===== src/rtl/sys_bus_arbiter_if.sv =====
// Bus bundle for sys_bus_arbiter: I-cache and D-cache request channels,
// shared completion signals and the single memory port.
interface sys_bus_arbiter_if #(
    parameter int AW = 32,
    parameter int DW = 32
);
    logic          i_sys_strobe;
    logic          i_sys_rw;
    logic [AW-1:0] i_sys_addr;
    logic [DW-1:0] i_sys_wdata;
    logic          i_sys_ready;

    logic          d_sys_strobe;
    logic          d_sys_rw;
    logic [AW-1:0] d_sys_addr;
    logic [DW-1:0] d_sys_wdata;
    logic          d_sys_ready;

    logic [DW-1:0] sys_rdata;
    logic          sys_error;

    logic          mem_strobe;
    logic          mem_rw;
    logic [AW-1:0] mem_addr;
    logic [DW-1:0] mem_wdata;
    logic [DW-1:0] mem_rdata;
    logic          mem_ready;

    // Arbiter side: takes both requests and the memory response, drives the rest.
    modport slave (
        input  i_sys_strobe, i_sys_rw, i_sys_addr, i_sys_wdata,
        input  d_sys_strobe, d_sys_rw, d_sys_addr, d_sys_wdata,
        input  mem_rdata, mem_ready,
        output i_sys_ready, d_sys_ready, sys_rdata, sys_error,
        output mem_strobe, mem_rw, mem_addr, mem_wdata
    );

    modport master (
        output i_sys_strobe, i_sys_rw, i_sys_addr, i_sys_wdata,
        output d_sys_strobe, d_sys_rw, d_sys_addr, d_sys_wdata,
        output mem_rdata, mem_ready,
        input  i_sys_ready, d_sys_ready, sys_rdata, sys_error,
        input  mem_strobe, mem_rw, mem_addr, mem_wdata
    );
endinterface


===== src/rtl/sys_bus_arbiter.sv =====
// Shares one memory port between the I-cache and D-cache controllers, with a per-transaction timeout.
// Define ARB_ROUND_ROBIN_EN for round-robin tie-break; otherwise D always wins simultaneous requests.
module sys_bus_arbiter #(
    parameter int AW      = 32,
    parameter int DW      = 32,
    parameter int TIMEOUT = 255
) (
    input logic               clk,
    input logic               rst_n,
    sys_bus_arbiter_if.slave  bus
);
    typedef enum logic [1:0] {
        IDLE = 2'd0,
        BUSY = 2'd1,
        DONE = 2'd2
    } state_t;

    localparam logic [7:0] TCNT_LAST = 8'(TIMEOUT - 1);

    state_t        state_r, state_s;
    logic          own_r, own_s;
    logic [7:0]    tcnt_r, tcnt_s;
    logic          mem_strobe_r, mem_strobe_s;
    logic          mem_rw_r, mem_rw_s;
    logic [AW-1:0] mem_addr_r, mem_addr_s;
    logic [DW-1:0] mem_wdata_r, mem_wdata_s;
    logic [DW-1:0] sys_rdata_r, sys_rdata_s;
    logic          sys_error_r, sys_error_s;
    logic          win_s;

`ifdef ARB_ROUND_ROBIN_EN
    logic          last_r, last_s;

    // Winner select: on a tie, the requester not granted last (1 = D).
    always_comb begin
        if (bus.i_sys_strobe && bus.d_sys_strobe) begin
            win_s = ~last_r;
        end else begin
            win_s = bus.d_sys_strobe;
        end
    end

    // Last-grant register; reset to D so the first tie goes to I.
    always_ff @(posedge clk or negedge rst_n) begin
        if (!rst_n) begin
            last_r <= 1'b1;
        end else begin
            last_r <= last_s;
        end
    end
`else
    // Winner select: fixed priority, D over I.
    always_comb begin
        win_s = bus.d_sys_strobe;
    end
`endif

    // Next-state and next-register logic for the arbitration FSM.
    always_comb begin
        state_s      = state_r;
        own_s        = own_r;
        tcnt_s       = tcnt_r;
        mem_strobe_s = mem_strobe_r;
        mem_rw_s     = mem_rw_r;
        mem_addr_s   = mem_addr_r;
        mem_wdata_s  = mem_wdata_r;
        sys_rdata_s  = sys_rdata_r;
        sys_error_s  = sys_error_r;
`ifdef ARB_ROUND_ROBIN_EN
        last_s       = last_r;
`endif
        case (state_r)
            IDLE: begin
                if (bus.i_sys_strobe || bus.d_sys_strobe) begin
                    own_s        = win_s;
                    tcnt_s       = 8'd0;
                    mem_strobe_s = 1'b1;
                    state_s      = BUSY;
`ifdef ARB_ROUND_ROBIN_EN
                    last_s       = win_s;
`endif
                    if (win_s) begin
                        mem_rw_s    = bus.d_sys_rw;
                        mem_addr_s  = bus.d_sys_addr;
                        mem_wdata_s = bus.d_sys_wdata;
                    end else begin
                        mem_rw_s    = bus.i_sys_rw;
                        mem_addr_s  = bus.i_sys_addr;
                        mem_wdata_s = bus.i_sys_wdata;
                    end
                end else begin
                    state_s = IDLE;
                end
            end
            BUSY: begin
                // A memory answer in the last allowed cycle still beats the timeout.
                if (bus.mem_ready) begin
                    if (mem_rw_r) begin
                        sys_rdata_s = bus.mem_rdata;
                    end else begin
                        sys_rdata_s = sys_rdata_r;
                    end
                    sys_error_s  = 1'b0;
                    mem_strobe_s = 1'b0;
                    state_s      = DONE;
                end else if (tcnt_r == TCNT_LAST) begin
                    sys_rdata_s  = {DW{1'b0}};
                    sys_error_s  = 1'b1;
                    mem_strobe_s = 1'b0;
                    state_s      = DONE;
                end else begin
                    tcnt_s = tcnt_r + 8'd1;
                end
            end
            DONE: begin
                state_s = IDLE;
            end
            default: begin
                state_s      = IDLE;
                mem_strobe_s = 1'b0;
            end
        endcase
    end

    // State and output registers.
    always_ff @(posedge clk or negedge rst_n) begin
        if (!rst_n) begin
            state_r      <= IDLE;
            own_r        <= 1'b0;
            tcnt_r       <= 8'd0;
            mem_strobe_r <= 1'b0;
            mem_rw_r     <= 1'b1;
            mem_addr_r   <= {AW{1'b0}};
            mem_wdata_r  <= {DW{1'b0}};
            sys_rdata_r  <= {DW{1'b0}};
            sys_error_r  <= 1'b0;
        end else begin
            state_r      <= state_s;
            own_r        <= own_s;
            tcnt_r       <= tcnt_s;
            mem_strobe_r <= mem_strobe_s;
            mem_rw_r     <= mem_rw_s;
            mem_addr_r   <= mem_addr_s;
            mem_wdata_r  <= mem_wdata_s;
            sys_rdata_r  <= sys_rdata_s;
            sys_error_r  <= sys_error_s;
        end
    end

    // Ready pulses are decoded straight from DONE and the owner.
    assign bus.i_sys_ready = (state_r == DONE) && !own_r;
    assign bus.d_sys_ready = (state_r == DONE) &&  own_r;
    assign bus.sys_rdata   = sys_rdata_r;
    assign bus.sys_error   = sys_error_r;
    assign bus.mem_strobe  = mem_strobe_r;
    assign bus.mem_rw      = mem_rw_r;
    assign bus.mem_addr    = mem_addr_r;
    assign bus.mem_wdata   = mem_wdata_r;

endmodule

===== src/flat_wrapper.sv =====
// flat-port wrapper written by rule: the top's interface ports become plain ports
module sys_bus_arbiter_flat 
#(
    parameter int AW      = 32,
    parameter int DW      = 32,
    parameter int TIMEOUT = 255
)
  (clk, rst_n, bus_i_sys_strobe, bus_i_sys_rw, bus_i_sys_addr, bus_i_sys_wdata, bus_d_sys_strobe, bus_d_sys_rw, bus_d_sys_addr, bus_d_sys_wdata, bus_mem_rdata, bus_mem_ready, bus_i_sys_ready, bus_d_sys_ready, bus_sys_rdata, bus_sys_error, bus_mem_strobe, bus_mem_rw, bus_mem_addr, bus_mem_wdata);
  sys_bus_arbiter_if #(.AW(AW), .DW(DW)) bus_i ();
  input logic clk;
  input logic rst_n;
  input wire logic [$bits(bus_i.i_sys_strobe)-1:0] bus_i_sys_strobe;
  input wire logic [$bits(bus_i.i_sys_rw)-1:0] bus_i_sys_rw;
  input wire logic [$bits(bus_i.i_sys_addr)-1:0] bus_i_sys_addr;
  input wire logic [$bits(bus_i.i_sys_wdata)-1:0] bus_i_sys_wdata;
  input wire logic [$bits(bus_i.d_sys_strobe)-1:0] bus_d_sys_strobe;
  input wire logic [$bits(bus_i.d_sys_rw)-1:0] bus_d_sys_rw;
  input wire logic [$bits(bus_i.d_sys_addr)-1:0] bus_d_sys_addr;
  input wire logic [$bits(bus_i.d_sys_wdata)-1:0] bus_d_sys_wdata;
  input wire logic [$bits(bus_i.mem_rdata)-1:0] bus_mem_rdata;
  input wire logic [$bits(bus_i.mem_ready)-1:0] bus_mem_ready;
  output wire logic [$bits(bus_i.i_sys_ready)-1:0] bus_i_sys_ready;
  output wire logic [$bits(bus_i.d_sys_ready)-1:0] bus_d_sys_ready;
  output wire logic [$bits(bus_i.sys_rdata)-1:0] bus_sys_rdata;
  output wire logic [$bits(bus_i.sys_error)-1:0] bus_sys_error;
  output wire logic [$bits(bus_i.mem_strobe)-1:0] bus_mem_strobe;
  output wire logic [$bits(bus_i.mem_rw)-1:0] bus_mem_rw;
  output wire logic [$bits(bus_i.mem_addr)-1:0] bus_mem_addr;
  output wire logic [$bits(bus_i.mem_wdata)-1:0] bus_mem_wdata;
  assign bus_i.i_sys_strobe = bus_i_sys_strobe;
  assign bus_i.i_sys_rw = bus_i_sys_rw;
  assign bus_i.i_sys_addr = bus_i_sys_addr;
  assign bus_i.i_sys_wdata = bus_i_sys_wdata;
  assign bus_i.d_sys_strobe = bus_d_sys_strobe;
  assign bus_i.d_sys_rw = bus_d_sys_rw;
  assign bus_i.d_sys_addr = bus_d_sys_addr;
  assign bus_i.d_sys_wdata = bus_d_sys_wdata;
  assign bus_i.mem_rdata = bus_mem_rdata;
  assign bus_i.mem_ready = bus_mem_ready;
  assign bus_i_sys_ready = bus_i.i_sys_ready;
  assign bus_d_sys_ready = bus_i.d_sys_ready;
  assign bus_sys_rdata = bus_i.sys_rdata;
  assign bus_sys_error = bus_i.sys_error;
  assign bus_mem_strobe = bus_i.mem_strobe;
  assign bus_mem_rw = bus_i.mem_rw;
  assign bus_mem_addr = bus_i.mem_addr;
  assign bus_mem_wdata = bus_i.mem_wdata;
  sys_bus_arbiter #(.AW(AW), .DW(DW), .TIMEOUT(TIMEOUT)) u_core (.clk(clk), .rst_n(rst_n), .bus(bus_i));
endmodule

===== config.mk =====
export PLATFORM = sky130hd
export DESIGN_NAME = sys_bus_arbiter_flat
export DESIGN_NICKNAME = d
export VERILOG_FILES = /design/src/rtl/sys_bus_arbiter_if.sv /design/src/rtl/sys_bus_arbiter.sv /design/src/flat_wrapper.sv
export SDC_FILE = /design/constraint.sdc
export NUM_CORES = 1
export LEC_CHECK = 0
export CAP_MARGIN = 0
export CORE_ASPECT_RATIO = 0.7
export CORE_MARGIN = 1.5
export CORE_UTILIZATION = 39
export DETAILED_ROUTE_END_ITERATION = 16
export GPL_TIMING_DRIVEN = 0
export HOLD_SLACK_MARGIN = 0.06
export PLACE_DENSITY = 0.81
export SKIP_LAST_GASP = 1
export SLEW_MARGIN = 20
export SYNTH_ARGS = -nofsm -noshare
export SYNTH_HDL_FRONTEND = slang
export SYNTH_SLANG_ARGS = --single-unit

===== constraint.sdc =====
create_clock -name clk -period 2.05 [get_ports clk]
set_input_delay 0.41 -clock clk [delete_from_list [all_inputs] [get_ports clk]]
set_output_delay 0.41 -clock clk [all_outputs]
set_load 0.005 [all_outputs]

After elaboration in Yosys (flattened, before gate mapping)
Cells that the tools add are included.
W data, S select, Z words.
- word-level logic and storage cells: 51
- input bits: 167
- flip-flop bits (word level): 110
- $add $sub $neg: 1
- eq/ne operators: 8
- bitwise gates (word level): 1
- reduce and logical (&&, ||, !) cells: 12
- muxes and demuxes: 20
- operators by type and width (cell ; number):
    $mux W32 ; 5
    $mux W8 ; 3
    $pmux W8 S2 ; 1
    $add A8 B1 Y8 const B ; 1
    $eq A8 B8 Y1 const B ; 1
    $mux W1 ; 7
    $reduce_and A3 Y1 ; 2
    $mux W2 ; 2
    $ne A2 B1 Y1 const B ; 2
    $ne A2 B2 Y1 const B ; 2
    $pmux W2 S2 ; 1
    $reduce_and A2 Y1 ; 2
    $reduce_and A4 Y1 ; 1
    $reduce_bool A2 Y1 ; 2
    $ne A3 B2 Y1 const B ; 1
    $pmux W1 S3 ; 1
    $eq A2 B1 Y1 const B ; 1
    $eq A2 B2 Y1 const B ; 1
    $logic_and A1 B1 Y1 ; 2
    $logic_not A2 Y1 ; 1
    $logic_not A1 Y1 ; 1
    $logic_or A1 B1 Y1 ; 1
    $not A1 Y1 ; 1

Logic depth before layout (Yosys ltp)
Gate-level depths: netlist (run 1).
- depth after elaboration: 4
- gate-level depth with buffers: 7
- gate-level depth less buffers: 6

Worst setup path before layout (run 1)
No wires, ideal clock.
- path type: register to register
- start point: register u_core.tcnt_r[0]
- end point: register u_core.tcnt_r[1]
- slack: 318 ps
- period minus slack after synthesis: 1732 ps
- stages on the path, launching flop included: 8
- arrival: 1607 ps
- cells stage by stage: dfrtp_1 > inv_1 > ha_1 > nand3_1 > o211a_4 > or2_1 > buf_6 > mux2_4
- longest elaborated chain between the ends: 4
- elaborated cells on any way between the ends: 7
- RTL lines (element ; RTL line ; source):
    start, declared ; sys_bus_arbiter.sv:22 ; logic [7:0] tcnt_r, tcnt_s;
    start signal, assigned ; sys_bus_arbiter.sv:140 ; tcnt_r <= tcnt_s;
    $add A8 B1 Y8 ; sys_bus_arbiter.sv:112 ; tcnt_s = tcnt_r + 8'd1;
    $mux W8 ; sys_bus_arbiter.sv:106 ; end else if (tcnt_r == TCNT_LAST) begin
    $mux W8 ; sys_bus_arbiter.sv:97 ; if (bus.mem_ready) begin
    $pmux W8 S2 ; sys_bus_arbiter.sv:72 ; case (state_r)
Several ways; a longest one is shown, not always the timed one. The select of a mux whose other input is x is not followed.
A chain may end at the register's enable or synchronous reset.

Final worst setup path (run 1)
- start point: register u_core.state_r[0]
- end point: output bus_i_sys_ready
- longest elaborated chain between the ends: 2
- RTL lines (element ; RTL line ; source):
    start, declared ; sys_bus_arbiter.sv:20 ; state_t state_r, state_s;
    start signal, assigned ; sys_bus_arbiter.sv:138 ; state_r <= state_s;
    $eq A2 B2 Y1 ; sys_bus_arbiter.sv:151 ; assign bus.i_sys_ready = (state_r == DONE) && !own_r;
    $logic_and A1 B1 Y1 ; sys_bus_arbiter.sv:151 ;
    end, declared ; flat_wrapper.sv:22 ; output wire logic [$bits(bus_i.i_sys_ready)-1:0] bus_i_sys_ready;
Every way passes these cells.

==> results of run 1 <==
[cell families (layout without fill, tap and decap cells)]
kind of cell             after synthesis  after routing
multiplexers                          66             66
AO/OA/AOI/OAI                        121            121
buffers and inverters                 34            318
adder cells (fa/ha/maj)                2              2
flip-flops                           110            110
AND/OR/NAND/NOR                       95             95
[power breakdown]
part,internal [uW],switching (uW),leakage (uW)
Clock,900,801,0.000138
Sequential,3160,594,0.00129
Combinational,2670,1860,0.00203
Total,6730,3250,0.00345
[placed cells by master (no fill, tap or decap), drive strengths merged, types with 2 or more instances in the layout]
| master | synthesis | layout |
|---|---|---|
| nand2 | 8 | 8 |
| clkdlybuf4s50 | 0 | 265 |
| ha | 2 | 2 |
| a21oi | 74 | 74 |
| buf | 13 | 15 |
| a22o | 33 | 33 |
| mux2i | 65 | 65 |
| o21a | 3 | 3 |
| nor2 | 74 | 74 |
| clkinvlp | 0 | 2 |
| a31oi | 4 | 4 |
| clkinv | 0 | 2 |
| a41oi | 2 | 2 |
| o21ai | 3 | 3 |
| clkbuf | 19 | 30 |
| nand3 | 5 | 5 |
| dfrtp | 109 | 109 |
| inv | 2 | 3 |
[cell type report]
cell class                      instances  area (um2)  share of cell area
Tap cell                              157       196.4             0.02469
Buffer                                 32       152.6             0.01919
Clock inverter                          5       41.29            0.005189
Multi-Input combinational cell        284        1851              0.2326
Timing Repair Buffer                  268        2701              0.3395
Inverter                                2       7.507           0.0009435
Clock buffer                           11       252.7             0.03177
Sequential cell                       110        2754              0.3461
[routing by layer]
metal / track usage / wire length [um] / vias up / part of all wire
li1: - / - / 2081 / -
met1: 0.2689 / 5909 / 2091 / 0.40
met2: 0.4000 / 7415 / 183 / 0.50
met3: 0.05742 / 1028 / 28 / 0.070
met4: 0.08602 / 396 / 0 / 0.027
met5: 0 / 0 / - / 0
[cells in the mapped netlist]
cell type	count	area (um2)
mux2_4	1	15.01
or2_1	1	6.260
and3b_1	1	8.760
nand3_1	5	25.02
nand2_1	8	30.03
a31oi_1	4	25.02
a21oi_1	74	370.4
nand4_2	1	12.51
nor3b_1	1	7.510
mux2i_1	65	650.6
ha_1	2	25.02
nor2b_1	1	6.260
nor2_1	74	277.8
or3_1	1	6.260
dfrtp_1	109	2728
o211a_4	1	17.52
clkbuf_1	19	71.32
buf_4	2	15.01
a22o_1	33	289.0
inv_1	2	7.510
buf_2	10	50.05
o41ai_1	1	8.760
o21a_1	3	22.52
a41oi_1	2	17.52
o21ai_0	3	15.01
buf_6	1	11.26
nand2b_1	1	6.260
dfstp_2	1	26.28
and3_2	1	7.510
[timing repair]
action | CTS | global route
hold buffers | 1 | 0
endpoints found under the hold margin | 47 | 0
setup endpoints to repair | 10 | 40
resized for setup | 1 | 6
[sequential cells by signal, indices dropped and copies added (netlist names)]
| name | count |
|---|---|
| u_core.bus.mem_addr | 32 |
| u_core.bus.mem_wdata | 32 |
| u_core.bus.sys_rdata | 32 |
| u_core.tcnt_r | 8 |
| u_core.state_r | 2 |
| u_core.bus.mem_rw | 1 |
| u_core.bus.mem_strobe | 1 |
| u_core.bus.sys_error | 1 |
| u_core.own_r | 1 |
[worst max-delay path, cell delays in order, from the launching register on]
cell	delay (ns)
dfrtp_1	0.43
nor3b_1	0.22
clkdlybuf4s50_1	0.55
[how the worst min path moves through the flow]
| stage | cells past startpoint | endpoint |
|---|---|---|
| floorplan | 0 | u_core.bus.mem_addr[0]$_DFFE_PN0P_ |
| global placement | 1 | u_core.bus.sys_rdata[31]$_DFFE_PN0P_ |
| detailed placement | 1 | u_core.bus.mem_addr[28]$_DFFE_PN0P_ |
| CTS | 1 | u_core.bus.sys_rdata[11]$_DFFE_PN0P_ |
| global route | 1 | u_core.bus.sys_rdata[22]$_DFFE_PN0P_ |
| finish | 1 | u_core.bus.sys_rdata[1]$_DFFE_PN0P_ |
[metrics by stage]
step | setup TNS (ns) | setup slack [ns] | hold WS, ns | utilization
2_1_floorplan | 0 | 0.3180 | 0.1144 | -
3_3_place_gp | -393.29 | -3.506 | 0.4846 | 0.6452
3_5_place_dp | -10.96 | -0.2783 | 0.3802 | 0.6476
4_1_cts | 0 | 0.03324 | 0.5033 | 0.6734
5_1_grt | 0 | 0.01528 | 0.5223 | 0.6738
6_report | 0 | 0.1059 | 0.5032 | 0.6738
==> reports/summary.txt, run 1 <==
Worst Path Arrival: 1.53 ns
Worst EP required: 1.64 ns
RSZ-0062 raised after global routing: false
Final instance area: 0.007956 mm2
ANT cells: 0
Hold Path Class: reg -> reg
First-pass GRT wire length: 22,380 um
Die area: 0.01289 mm2
Largest family of logic cells by synthesized area: compound AO/OA/AOI/OAI gates
Wire per inst: 16.97 um
Number of buffers created by CTS: 9
Crit path launch: u_core.state_r[0]$_DFFE_PN0P_
Slew Limit Fails: 0
Max H-tree Level: 3
Overall Power: 9986 uW
Total Wirelength: 14,750 um
CP Capture Point: bus_i_sys_ready
Ports: 268
Clock sinks: 110
Gr ovfl total: 0
Fraction of the mapped netlist area in adder cells: 0.005258
DRC errors left: 0
Max Cap Viol: 0
Largest net degree at the start of global routing: 64
CTS tree: built
Detailed placer's ending HPWL: 11,370 um
Synth cell types: 29
Type of the worst setup path: reg -> out
Leakage: 0.003451 uW
Share of cells above drive strength 1: 0.05618
CTS Buffer Depth: 2
Multiplexer share of the synthesized area: 0.1399
Fin crit period: 1.944 ns
Critical Path Fanout Max: 6
Status: completed
Syn Inst Count: 428
Seq/Total Area, Yosys: 0.5786
Tightest Pin Transition: 0.8360 ns
Clock transition at path regs: 0.07 ns
Synth Area in Simple Gates: 0.08281
R2r startpoint: u_core.tcnt_r[0]$_DFFE_PN0P_
YS warnings: 0
Vias/cell: 5.044
Avg Cell Area, Syn: 11.12 um2
Fin nets: 876
Fillers: 939
Worst-Skew Late Latency: 0.34 ns
Initial antenna violation count: 0
Startpoint types: flip-flop
DR vias: 4,383
Reg2Reg Capture Point: u_core.bus.sys_rdata[4]$_DFFE_PN0P_
Mapped Area: 0.004760 mm2
Row cnt: 33
Mapped Nets: 597
All-Layer GR Usage: 0.2263
Clock Tree Root: clkbuf_16
Final Hold Fails: 0
Final Non-Filler Cells: 869
CP Capture Type: primary output
Flop-to-flop setup slack: 0.18 ns
PD cells: 1255 mW/mm2
1st-pass router iterations: 4
Number of global-route vias before repair: 4,479
I/O Buffers: 266
Die extent in y: 95.43 um
Routability-driven placement congestion ratio: 0.8044
Detail Route Antenna Nets: 0
Initial Utilization: 0.4031
Area Growth Syn to Fin: 67.17%
Placed insts: 852
Synth Area in Compound Gates: 0.1609
Final setup fails: 0
Number of synthesized register bits: 110
DRT iter0 DRCs: 143
Core area: 0.01181 mm2
Clock skew: 0.009056 ns
Post CTS Setup Buffer Count: 0
Die X-Extent: 135.0 um
XOR/XNOR share of the synthesized area: 0
Final period util: 0.9483
Cells on worst reg2reg path: 7
Hold path start: u_core.bus.sys_rdata[1]$_DFFE_PN0P_
Area after DPL: 0.007647 mm2
Rel. slew slack: 0.4427
Peak Freq: 0.5144 GHz
Worst-case vdd ir drop: 0.7012 mV
Note: power is estimated with default switching activity, not from simulation.
==> run 2: changes to the inputs <==
--- a/config.mk
+++ b/config.mk
@@ -5,7 +5,7 @@
 export SDC_FILE = /design/constraint.sdc
 export NUM_CORES = 1
 export LEC_CHECK = 0
-export CAP_MARGIN = 0
+export CAP_MARGIN = 5
 export CORE_ASPECT_RATIO = 0.7
 export CORE_MARGIN = 1.5
 export CORE_UTILIZATION = 39
==> results of run 2 <==
Same layout as run 1: the final DEF is identical, and so are final timing and power.
